## config.mk

```make
export PLATFORM = sky130hd
export DESIGN_NAME = instruction_fetch_unit
export DESIGN_NICKNAME = d
export VERILOG_FILES = /design/src/rtl/instruction_fetch_unit.sv
export SDC_FILE = /design/constraint.sdc
export NUM_CORES = 1
export LEC_CHECK = 0
export CORE_MARGIN = 2
export CORE_UTILIZATION = 25
export DETAILED_ROUTE_END_ITERATION = 10
export PLACE_DENSITY = 0.59
export SYNTH_ARGS = -nofsm -noshare
export SYNTH_HDL_FRONTEND = slang
export SYNTH_SLANG_ARGS = --single-unit
```

## constraint.sdc

```tcl
create_clock -name clock -period 2.65 [get_ports clock]
set_input_delay 0.265 -clock clock [delete_from_list [all_inputs] [get_ports clock]]
set_output_delay 0.265 -clock clock [all_outputs]
set_load 0.05 [all_outputs]
```

## src/rtl/instruction_fetch_unit.sv

```systemverilog
// Instruction fetch unit: owns the program counter, drives the instruction
// memory address and tracks the PC of the word the memory returns one edge
// later. Handles stall, branch/jump redirect and out-of-range or misaligned
// fetch faults, which halt the unit until reset.
module instruction_fetch_unit #(
    parameter logic [31:0] RESET_PC  = 32'h0000_0000,
    parameter int          MEM_BYTES = 512
) (
    input  logic        clock,
    input  logic        resetN,
    input  logic        stall,
    input  logic        redirect,
    input  logic [31:0] redirectTarget,
    output logic [31:0] instructionAdress,
    output logic [31:0] fetchPc,
    output logic [31:0] fetchPcPlus4,
    output logic        fetchValid,
    output logic        fetchFault,
    output logic [31:0] faultAddr
);

    // Highest byte address at which a whole word can still be fetched.
    localparam logic [31:0] LAST_ADDR = 32'(MEM_BYTES - 4);

    typedef enum logic {
        RUN  = 1'b0,
        HALT = 1'b1
    } fetch_state_t;

    fetch_state_t state;
    logic [31:0]  pc;
    logic [31:0]  fetch_pc;
    logic         fetch_valid;
    logic [31:0]  fault_addr;
    logic         pc_bad;

    // The address about to be fetched is illegal if it runs off the end of
    // memory or is not word aligned.
    always_comb begin
        pc_bad = (pc > LAST_ADDR) || (pc[1:0] != 2'b00);
    end

    // Fetch state machine: reset > redirect > stall > sequential while running;
    // only reset leaves HALT.
    always_ff @(posedge clock) begin
        if (!resetN) begin
            state       <= RUN;
            pc          <= RESET_PC;
            fetch_pc    <= RESET_PC;
            fetch_valid <= 1'b0;
            fault_addr  <= 32'h0000_0000;
        end else begin
            case (state)
                RUN: begin
                    if (redirect) begin
                        fetch_valid <= 1'b0;
                        fetch_pc    <= pc;
                        pc          <= redirectTarget;
                    end else if (stall) begin
                        fetch_valid <= fetch_valid;
                    end else if (pc_bad) begin
                        state       <= HALT;
                        fetch_valid <= 1'b0;
                        fault_addr  <= pc;
                    end else begin
                        fetch_pc    <= pc;
                        fetch_valid <= 1'b1;
                        pc          <= pc + 32'd4;
                    end
                end
                HALT: begin
                    fetch_valid <= 1'b0;
                end
                default: begin
                    state       <= HALT;
                    fetch_valid <= 1'b0;
                end
            endcase
        end
    end

    // During a stall the memory re-reads the held word so instructionOut stays
    // aligned with fetchPc; a redirect always overrides the stall.
    always_comb begin
        instructionAdress = (stall && !redirect) ? fetch_pc : pc;
    end

    // Decode-facing outputs.
    always_comb begin
        fetchPc      = fetch_pc;
        fetchPcPlus4 = fetch_pc + 32'd4;
        fetchValid   = fetch_valid;
        fetchFault   = (state == HALT);
        faultAddr    = fault_addr;
    end

endmodule

```

# Yosys cells after proc, flatten, opt, wreduce, memory -nomap -nowiden
# Cells that the tools add are included.
totals:
  word_cells: 35
  out_inout_bits: 130
  ff_bits: 98
  inputBits: 36
classes:
  order_cmp: 1
  bitwise: 3
  n_eq_ne: 3
  mux: 15
  add_sub_neg: 2
  reduce_logical: 6
op_table:
  columns: ["operator", "n"]
  rows:
  - ["two-way mux 32 bit", 7]
  - ["adder 32 x 3 -> 32 bit, second input constant", 2]
  - ["> comparator 32 x 9 -> 1 bit, second input constant", 1]
  - ["two-way mux 1 bit", 7]
  - ["AND reduction 4 bit", 1]
  - ["inequality test 3 bit, second input constant", 1]
  - ["inverter 1 bit", 3]
  - ["AND reduction 3 bit", 1]
  - ["inequality test 2 x 1 -> 1 bit, second input constant", 1]
  - ["inequality test 2 bit, second input constant", 1]
  - ["one-hot mux 1 bit (2 select lines)", 1]
  - ["nonzero test 2 bit", 1]
  - ["logical AND 1 bit", 1]
  - ["zero test 1 bit", 1]
  - ["logical OR 1 bit", 1]

# Depth between registers and ports, before layout
logic_depth:
  word_depth: 6
  mapped_depth: 8
  depth_no_buf: 6

# Worst setup path before layout
# OpenSTA, ideal clock, no wires.
synth_timing:
  kind: "register to output"
  start: "reg fetch_pc[15] (netlist: fetchPc[15])"
  end: "out fetchPcPlus4[31]"
  t_required_ns: 2.385
  stages_incl_launch_ff: 8
  setup_slack_ns: -0.447
  path_buffers: 2
  arrival_ns: 2.832
  cell_sequence: "dfxtp_1 > clkbuf_1 > nand4_1 > or3_1 > or3_1 > clkbuf_1 > nor2_1 > xor2_1"
synth_between:
  elab_chain_cells: 1
synth_rtl:
  columns: ["element", "line_no", "rtl"]
  rows:
  - ["from (decl)", "32", "logic [31:0] fetch_pc;"]
  - ["from (signal assigned)", "57", "fetch_pc <= pc;"]
  - ["from (signal assigned)", "66", "fetch_pc <= pc;"]
  - ["adder 32 x 3 -> 32 bit", "91", "fetchPcPlus4 = fetch_pc + 32'd4;"]
  - ["to (decl)", "16", "output logic [31:0] fetchPcPlus4,"]
# Every way passes these cells.

# Worst setup path in the final report
layout_timing:
  start: "reg fetch_pc[15] (netlist: fetchPc[15])"
  end: "out fetchPcPlus4[25]"
# The elaborated chain is that of the path after synthesis.

==> impl_metrics.tcl <==
set metrics [dict create \
    status "finished clean" \
    hold_path_depth 3 \
    synthArstFlopShare_pct 0 \
    die_w_um 145 \
    cts-root-buf "clkbuf_16" \
    r2r_cells 6 \
    antenna_found_initial 0 \
    wl_um 18100 \
    yosys_register_bits 98 \
    synthTopCellsByArea "dfxtp_1 40%, nand2_1 10%, mux2_2 6.8%, nand3_1 5.7%, a21oi_1 4.8%" \
    clkTransAtPathRegs_ns 0.07 \
    yosys_warnings 0 \
    grt_pass1_wl_um 27500 \
    cap_violations 0 \
    synth_area_leader_cell "dfxtp_1" \
    start_util_pct 25.4 \
    cts-buffers-inserted 9 \
    vias 5105 \
    cts.path.max_buffers 2 \
    hold_path.class "in2reg" \
    min_to "pc[13]$_SDFFE_PN0P_" \
    die_area_um2 20900 \
    rr_startpoint "pc[22]$_SDFFE_PN0P_" \
    finalWeightedCongestion 0.865 \
    ant_nets 0 \
    worstMarginPinSlew_ns 1.04 \
    dpl.hpwl_um 13600 \
    holdWs_ns 0.326 \
    timing.final.ws_setup_ns 0.0699 \
    endpoint_kind "primary output" \
    routedWlPerCell_um 16.9 \
    yosysUniqueCellTypes 43 \
    crit_slowest_cell "or3_1" \
    finalMaxSlewViolations 0 \
    grt_overflow_total 0 \
    power_density_nw_per_um2 483 \
    slew_headroom_pct 30.7 \
    avgSynthCellArea_um2 7.87 \
    critPathBufInv 1 \
    ys_dominant_reg_cell "dfxtp_1" \
    cts_tree "done" \
    clk_latency_ns 0.35 \
    fin_crit_ns 2.58 \
    grt_usage_pct 17.2 \
    r2r_slack_ns 0.45 \
    synth_edf_count 0 \
    rows 51 \
    syn_area_um2 4940 \
    r2r_end "fetchPc[29]$_SDFFE_PN0P_" \
    ios 166 \
    crit_type "reg2out" \
    leakage_nw 2.94 \
    critical-path-top-delay-family "simple AND/OR/NAND/NOR gates" \
    finalSetupViolCount 0 \
    worst_ep_arrival_time_ns 2.32 \
    layout-drive-gt1-share_pct 24.1 \
    grt_max_degree 64 \
    coreArea_um2 19500 \
    yosysTopAreaCellShare_pct 39.7 \
    synthesis.nets 666 \
    first_iter_violations 311 \
    min_period_over_period_pct 97.4 \
    ctsHoldBuffers 0 \
    area_growth_syn_to_layout_pct 63.7 \
    fmax_mhz 388 \
    cp_cell_sequence "nand4_1 > or3_1 > or3_4 > nor2_4 > xor2_4 > buf_12" \
    crit_required_ns 2.38 \
    grt_pass1_vias 4770 \
    die_y_um 145 \
    cts-htree-levels 3 \
    cp_slowest_stage_delay_ns 0.44 \
    skew_ns 0.00949 \
    n_antenna_cell 0 \
    synth_cells 628 \
    place_ws_ns 0.207 \
    startpoint_type "flop" \
    drc 0 \
    vias_per_cell 4.78 \
    hold_viol 0 \
    portBuffers 165 \
    peakVddDrop_uv 318 \
    cts.sinks 98 \
    hold_path.startpoint "resetN" \
    drt_pass1_iterations 6 \
    nets 837 \
    cp_max_fo 8 \
    ys_seq_area_share_pct 39.7 \
]
## through the flow
stage / utilization [%] / setup TNS [ns] / power (mW) / instance area, um2 / cells
6_report: 41.6 / 0 / 3.91 / 8090 / 1069
5_1_grt: 41.6 / -0.00803 / 4.07 / 8090 / 1069
4_1_cts: 41.3 / -0.0207 / 3.95 / 8040 / 1067
3_5_place_dp: 39.8 / 0 / 2.65 / 7750 / 1051
3_3_place_gp: 39.8 / 0 / 2.65 / 7750 / 1051
2_1_floorplan: - / -0.0648 / 2.19 / 5120 / 628
## worst max path at each step
stage	to	slack [ns]	cells after the start	from
3_3_place_gp	fetchPcPlus4[31]	0.24	6	fetchPc[18]$_SDFFE_PN0P_
5_1_grt	fetchPcPlus4[31]	-0.007	6	fetchPc[15]$_SDFFE_PN0P_
2_1_floorplan	fetchPcPlus4[31]	-0.06	7	fetchPc[15]$_SDFFE_PN0P_
6_report	fetchPcPlus4[25]	0.07	6	fetchPc[15]$_SDFFE_PN0P_
4_1_cts	fetchPcPlus4[29]	-0.01	6	fetchPc[18]$_SDFFE_PN0P_
3_5_place_dp	fetchPcPlus4[31]	0.21	6	fetchPc[18]$_SDFFE_PN0P_
## cell families (layout without fill, tap and decap cells)
logic type	after synthesis	count (layout)	share of synthesized area (%)
buffers and inverters	63	239	5.44
AND/OR/NAND/NOR	271	271	25.0
adder cells (fa/ha/maj)	2	2	0.506
flip-flops	98	98	39.7
AO/OA/AOI/OAI	133	133	17.0
XOR/XNOR	28	28	4.96
multiplexers	33	33	7.44
## registers in the layout, summed over array words and instances, names as in the netlist
| name | flops |
|---|---|
| fetchFault | 1 |
| faultAddr | 32 |
| fetchValid | 1 |
| pc | 32 |
| fetchPc | 32 |
## tightest hold or removal path, cell delays in order
cell and delay (ns):
buf_2 0.10, inv_2 0.14, nor2_1 0.13
## power breakdown
group	internal, mW	switching (mW)	leakage (nW)
clock	0.732	0.568	0.138
sequential	1.53	0.0735	0.802
combinational	0.403	0.600	2.00
total	2.67	1.24	2.94
## routing by layer
metal  wire [um]  GRT usage [%]  vias up
li1            -              -     2547
met1        7860           22.7     2395
met2        8920           29.3      143
met3        1030           3.11       20
met4         279           4.04        0
met5           0              0        -
## layout by cell type (no fill, tap or decap), drive strengths merged, types with 3 or more instances in the layout
cell | synthesis | routed
a211oi | 3 | 3
a21oi | 47 | 47
a22o | 14 | 14
and3 | 6 | 6
buf | 17 | 102
clkbuf | 35 | 13
clkdlybuf4s50 | 0 | 110
dfxtp | 98 | 98
inv | 11 | 11
mux2 | 30 | 30
mux2i | 3 | 3
nand2 | 138 | 138
nand2b | 3 | 3
nand3 | 56 | 56
nand4 | 13 | 13
nor2 | 23 | 23
nor3 | 9 | 9
nor3b | 4 | 4
nor4 | 8 | 8
o21ai | 36 | 36
o22ai | 4 | 4
o31ai | 13 | 13
o32ai | 3 | 3
o41ai | 5 | 5
or2 | 3 | 3
or3 | 5 | 5
xnor2 | 18 | 18
xor2 | 10 | 10
## synthesized netlist by cell type (4+ instances only)
cell and n:
xnor2_1 18, a21oi_1 47, nand2_1 138, buf_2 11, inv_1 10, o21ai_0 36, mux2_2 30, nor3b_1 4
clkbuf_1 35, dfxtp_1 98, nor2_1 22, nor3_1 9, o41ai_1 5, and3_1 6, o31ai_1 12, nand3_1 56
nand4_1 13, o22ai_1 4, nor4_1 8, a22o_1 14, xor2_1 10
## final cells by class
cell class / instances / area (um2)
Fill cell: 1936 / 11400
Timing Repair Buffer: 212 / 2530
Sequential cell: 98 / 1980
Inverter: 11 / 41.3
Multi-Input combinational cell: 467 / 2940
Clock inverter: 3 / 40.0
Clock buffer: 13 / 240
Tap cell: 265 / 332
## timing repair
action,in CTS,in global routing
setup endpoints to repair,5,13
gates resized for setup,3,11
buffers inserted,0,2
pin swaps,0,2
Note: power is estimated with default switching activity, not from simulation.
